--- config.mk ---
export PLATFORM = sky130hd
export DESIGN_NAME = csr_unit
export DESIGN_NICKNAME = d
export VERILOG_FILES = /design/src/rtl/csr_unit.sv
export SDC_FILE = /design/constraint.sdc
export NUM_CORES = 1
export LEC_CHECK = 0
export ABC_CLOCK_PERIOD_IN_PS = 8100
export CELL_PAD_IN_SITES_DETAIL_PLACEMENT = 1
export CELL_PAD_IN_SITES_GLOBAL_PLACEMENT = 1
export CORE_MARGIN = 2
export CORE_UTILIZATION = 42
export DETAILED_ROUTE_END_ITERATION = 8
export GPL_ROUTABILITY_DRIVEN = 0
export PLACE_DENSITY_LB_ADDON = 0.1
export SKIP_CTS_REPAIR_TIMING = 1
export SLEW_MARGIN = 20
export SYNTH_ARGS = -nofsm -noshare
export SYNTH_HDL_FRONTEND = slang
export SYNTH_SLANG_ARGS = --single-unit
--- constraint.sdc ---
create_clock -name clk_i -period 8.1 [get_ports clk_i]
set_clock_uncertainty 0.15 [all_clocks]
set_input_delay 1.62 -clock clk_i [delete_from_list [all_inputs] [get_ports clk_i]]
set_output_delay 1.62 -clock clk_i [all_outputs]
set_load 0.02 [all_outputs]
--- src/rtl/csr_unit.sv ---
// Machine/supervisor CSR file: single-cycle RW/RS/RC access, free-running
// cycle/instret counters, trap capture, and illegal-access detection.
module csr_unit #(
  parameter int unsigned DATA_WIDTH = 32,
  parameter int unsigned ADDR_WIDTH = 12,
  parameter int unsigned HART_ID    = 0
) (
  input  logic                  clk_i,
  input  logic                  rst_i,
  input  logic [1:0]            op_i,
  input  logic [ADDR_WIDTH-1:0] addr_i,
  input  logic [DATA_WIDTH-1:0] wdata_i,
  output logic [DATA_WIDTH-1:0] rdata_o,
  output logic                  illegal_o,
  input  logic                  instret_i,
  input  logic                  trap_i,
  input  logic [DATA_WIDTH-1:0] trap_pc_i,
  input  logic [DATA_WIDTH-1:0] trap_cause_i,
  output logic [DATA_WIDTH-1:0] satp_o,
  output logic [DATA_WIDTH-1:0] mtvec_o,
  output logic [DATA_WIDTH-1:0] mepc_o
);

  typedef enum logic [1:0] {
    OP_NONE = 2'b00,
    OP_RW   = 2'b01,
    OP_RS   = 2'b10,
    OP_RC   = 2'b11
  } op_e;

  typedef enum logic [3:0] {
    SEL_NONE,
    SEL_SATP,
    SEL_MTVEC,
    SEL_MSCRATCH,
    SEL_MEPC,
    SEL_MCAUSE,
    SEL_MCYCLE,
    SEL_MINSTRET,
    SEL_MHARTID
  } sel_e;

  localparam logic [DATA_WIDTH-1:0] ONE       = DATA_WIDTH'(1);
  localparam logic [DATA_WIDTH-1:0] WARL_MASK = ~DATA_WIDTH'(3);
  localparam logic [DATA_WIDTH-1:0] HART_VAL  = DATA_WIDTH'(HART_ID);

  logic [DATA_WIDTH-1:0] satp_q;
  logic [DATA_WIDTH-1:0] mtvec_q;
  logic [DATA_WIDTH-1:0] mscratch_q;
  logic [DATA_WIDTH-1:0] mepc_q;
  logic [DATA_WIDTH-1:0] mcause_q;
  logic [DATA_WIDTH-1:0] mcycle_q;
  logic [DATA_WIDTH-1:0] minstret_q;

  op_e                   op;
  sel_e                  sel;
  logic [DATA_WIDTH-1:0] old_val;
  logic [DATA_WIDTH-1:0] new_val;
  logic                  write_attempt;
  logic                  read_only;
  logic                  do_write;

  assign op        = op_e'(op_i);
  assign read_only = (addr_i[ADDR_WIDTH-1 -: 2] == 2'b11);

  always_comb begin
    sel = SEL_NONE;
    case (addr_i)
      ADDR_WIDTH'(12'h180): sel = SEL_SATP;
      ADDR_WIDTH'(12'h305): sel = SEL_MTVEC;
      ADDR_WIDTH'(12'h340): sel = SEL_MSCRATCH;
      ADDR_WIDTH'(12'h341): sel = SEL_MEPC;
      ADDR_WIDTH'(12'h342): sel = SEL_MCAUSE;
      ADDR_WIDTH'(12'hB00): sel = SEL_MCYCLE;
      ADDR_WIDTH'(12'hB02): sel = SEL_MINSTRET;
      ADDR_WIDTH'(12'hF14): sel = SEL_MHARTID;
      default:              sel = SEL_NONE;
    endcase
  end

  always_comb begin
    old_val = '0;
    case (sel)
      SEL_SATP:     old_val = satp_q;
      SEL_MTVEC:    old_val = mtvec_q;
      SEL_MSCRATCH: old_val = mscratch_q;
      SEL_MEPC:     old_val = mepc_q;
      SEL_MCAUSE:   old_val = mcause_q;
      SEL_MCYCLE:   old_val = mcycle_q;
      SEL_MINSTRET: old_val = minstret_q;
      SEL_MHARTID:  old_val = HART_VAL;
      default:      old_val = '0;
    endcase
  end

  // RS/RC with a zero operand is a pure read, so it never trips the read-only check.
  always_comb begin
    write_attempt = (op == OP_RW) || ((op != OP_NONE) && (wdata_i != '0));
    illegal_o     = (op != OP_NONE) && ((sel == SEL_NONE) || (write_attempt && read_only));
    do_write      = (op != OP_NONE) && write_attempt && !illegal_o;
    new_val       = old_val;
    case (op)
      OP_RW:   new_val = wdata_i;
      OP_RS:   new_val = old_val | wdata_i;
      OP_RC:   new_val = old_val & ~wdata_i;
      default: new_val = old_val;
    endcase
  end

  assign rdata_o = old_val;
  assign satp_o  = satp_q;
  assign mtvec_o = mtvec_q;
  assign mepc_o  = mepc_q;

  always_ff @(posedge clk_i) begin
    if (rst_i) begin
      satp_q     <= '0;
      mtvec_q    <= '0;
      mscratch_q <= '0;
      mepc_q     <= '0;
      mcause_q   <= '0;
      mcycle_q   <= '0;
      minstret_q <= '0;
    end else begin
      mcycle_q <= mcycle_q + ONE;
      if (instret_i) begin
        minstret_q <= minstret_q + ONE;
      end
      // Later assignments win: an explicit write overrides the counter
      // increment, and trap capture overrides a write to mepc/mcause.
      if (do_write) begin
        case (sel)
          SEL_SATP:     satp_q     <= new_val;
          SEL_MTVEC:    mtvec_q    <= new_val & WARL_MASK;
          SEL_MSCRATCH: mscratch_q <= new_val;
          SEL_MEPC:     mepc_q     <= new_val & WARL_MASK;
          SEL_MCAUSE:   mcause_q   <= new_val;
          SEL_MCYCLE:   mcycle_q   <= new_val;
          SEL_MINSTRET: minstret_q <= new_val;
          default:      ;
        endcase
      end
      if (trap_i) begin
        mepc_q   <= trap_pc_i & WARL_MASK;
        mcause_q <= trap_cause_i;
      end
    end
  end

endmodule

==> impl_metrics.yaml <==
global_routing:
  antenna_found_initial: 0
  grt_pass1_vias: 15022
  grt-ovfl-total: 0
  grt_use_total: 0.383
  grt_pass1_wl_mm: 95.8
  grt_max_degree: 42
power:
  p_sw_uw: 710
  switching_share: 0.274
  intPower_mw: 1.88
  combPwrFrac: 0.126
  leakagePower_nw: 5.56
  seqPwrFrac: 0.432
  vdd_drop_max_uv: 137
  power_density_nw_per_um2: 156
  clock_power_share: 0.442
placement:
  post-place-ws_ns: 1.05
  portBuffers: 236
  dp_hpwl_mm: 45.8
detailed_routing:
  dr_total_vias: 15118
  routed_wirelength_mm: 64.7
  dr.pass1.iters: 6
  drc: 0
  antenna_left: 0
  drt_iter0_markers: 1959
  wl_per_cell_um: 29.7
  viasPerCell: 6.94
setup_path:
  critPathTopFamily: "buffers and inverters"
  reg2reg_depth: 7
  path_cells: "clkdlybuf4s50_1, buf_4, or4_4, nor4_4, buf_4, a221oi_1, o211ai_1, clkdlybuf4s50_1"
  cp.depth: 8
  cpPeakStageDelay_ns: 0.80
  path_buf_inv: 4
  end_kind: "primary output"
  critPathArrivalTime_ns: 5.44
  crit_type: "primary input to primary output"
  critical-path-slowest-cell: "nor4_4"
  path_max_fanout: 27
  critical_path_required_ns: 6.33
  cp-start-kind: "primary input"
synth:
  synth_flop_cell: "dfxtp_1"
  synth_edf_count: 0
  synth_commonest_cells: "dfxtp_1 (220), nand2_1 (175), o21ai_0 (153)"
  syn_area_per_cell_um2: 8.22
  ys_warn_count: 0
  synth.area.top_cells: "dfxtp_1 (34%), o21ai_0 (5.9%), nand2_1 (5.0%), mux2i_1 (3.9%), a22oi_1 (3.6%)"
  synth_most_common_cell: "dfxtp_1"
  synth_cells: 1582
  syn_area_um2: 13000
  async_flop_share: 0
  synth_top_area_frac: 0.339
  yosysSeqAreaShare: 0.339
  synth_top_area_cell: "dfxtp_1"
  ys_ff_latch: 220
  synth_cell_types: 72
floorplanning:
  io_pins: 243
  start_util: 0.426
  dieArea_um2: 32400
  die_y_um: 180
  rows: 64
  fp.dieW_um: 180
  core_um2: 30500
clock_tree:
  cts_max_path_buffers: 3
  insertion_delay_ns: 0.55
  cts_made_buffers: 26
  cts_root_buffer: "clkbuf_16"
  cts_tree: "done"
  htree_levels: 1
  clock-sinks: 220
  path_clk_slew_ns: 0.06
sta:
  hold_viol: 0
  fin_tns_setup_ns: 0
  fin_ws_ns: 0.890
  fmaxAchievable_ghz: 0.139
  setup_viol: 0
  rsz0062_at_grt: "false"
  slew_headroom: 0.166
  fin_crit_ns: 7.21
  worstMarginPinSlew_ns: 1.25
  finalMaxSlewViolations: 0
  min_period_over_period: 0.890
hold_path:
  hp-class: "flip-flop to flip-flop"
  hold_path_depth: 2
outcome:
  status: "finished clean"
cells_and_area:
  drive_above_1_share: 0.0981
  syn_to_final_growth_pct: 27.8
  diodes: 0
  layout.nets: 1884
flow_run:
  drv_cap: 0
-- through the flow --
| step | hold slack, ns | std cells | total power, mW | instance area (um2) | util |
|---|---|---|---|---|---|
| 3_5_place_dp | 0.294 | 2136 | 1.46 | 15800 | 0.518 |
| 2_1_floorplan | 0.271 | 1585 | 1.30 | 13000 | - |
| 6_report | 0.302 | 2179 | 2.59 | 16600 | 0.545 |
| 4_1_cts | 0.308 | 2179 | 2.58 | 16600 | 0.544 |
| 3_3_place_gp | 0.280 | 2133 | 1.45 | 15800 | 0.517 |
| 5_1_grt | 0.327 | 2179 | 2.64 | 16600 | 0.545 |
-- layout make-up --
cell class / instances / area [um2]
Inverter: 25 / 93.8
Clock buffer: 38 / 766
Timing Repair Buffer: 282 / 2690
Fill cell: 3615 / 13900
Sequential cell: 220 / 4400
Clock inverter: 5 / 38.8
Multi-Input combinational cell: 1213 / 8130
Tap cell: 396 / 495
-- routing by layer --
layer / GRT usage / wire length, um
met5: 0 / 0
met4: 0.240 / 4640
met3: 0.0656 / 6390
met2: 0.609 / 29100
met1: 0.481 / 24600
-- power groups by stage --
stage | Clock (mW) | Sequential, mW | Combinational [mW]
finish | 1.15 | 1.12 | 0.326
detailed placement | 0 | 1.14 | 0.315
CTS | 1.14 | 1.12 | 0.317
global placement | 0 | 1.14 | 0.308
floorplan | 0 | 1.15 | 0.149
global route | 1.18 | 1.12 | 0.339
-- final timing paths --
path                           endpoint  slack (ns)                  startpoint
max                         rdata_o[25]        0.89                  addr_i[10]
min reg2reg  mscratch_q[4]$_SDFFE_PP0P_        0.30  mscratch_q[4]$_SDFFE_PP0P_
max reg2reg     mcycle_q[18]$_SDFF_PP0_        4.99      mcycle_q[0]$_SDFF_PP0_
min          mscratch_q[4]$_SDFFE_PP0P_        0.30  mscratch_q[4]$_SDFFE_PP0P_
-- sequential cells by signal, summed over array words and instances (netlist names) --
name        count
minstret_q     32
mtvec_o        30
satp_o         32
mscratch_q     32
mcause_q       32
mepc_o         30
mcycle_q       32
-- placed cells by master, fill, tap and decap left out, types with 26 or more instances in the layout --
master / n
nand2_1: 174
o221ai_1: 41
mux2_2: 41
mux2i_1: 51
clkbuf_16: 26
nand3_1: 75
xnor2_1: 46
nor2_1: 76
o211ai_1: 57
nor4_1: 28
clkdlybuf4s50_1: 234
o22ai_1: 39
a222oi_1: 27
a22oi_1: 62
dfxtp_1: 220
nand4_1: 53
buf_4: 44
and2_1: 34
o21ai_0: 153
-- cell families (layout without fill, tap and decap cells) --
group	count (synthesis)	count (layout)	share of synthesized area
flops	220	220	0.339
other cells	1	4	0.000288
fa+ha+maj	2	2	0.00192
mux	92	92	0.0747
buf+inv	152	350	0.0496
simple gates	578	578	0.231
xor+xnor	63	63	0.0424
compound gates	474	474	0.261
-- worst min-delay path, delay by kind of cell (launching register included) --
| family | cells | cell delay (ns) |
|---|---|---|
| compound gates | 1 | 0.05 |
| flops | 1 | 0.32 |
| simple gates | 1 | 0.04 |
No activity file was read; power rests on OpenSTA's default activity.
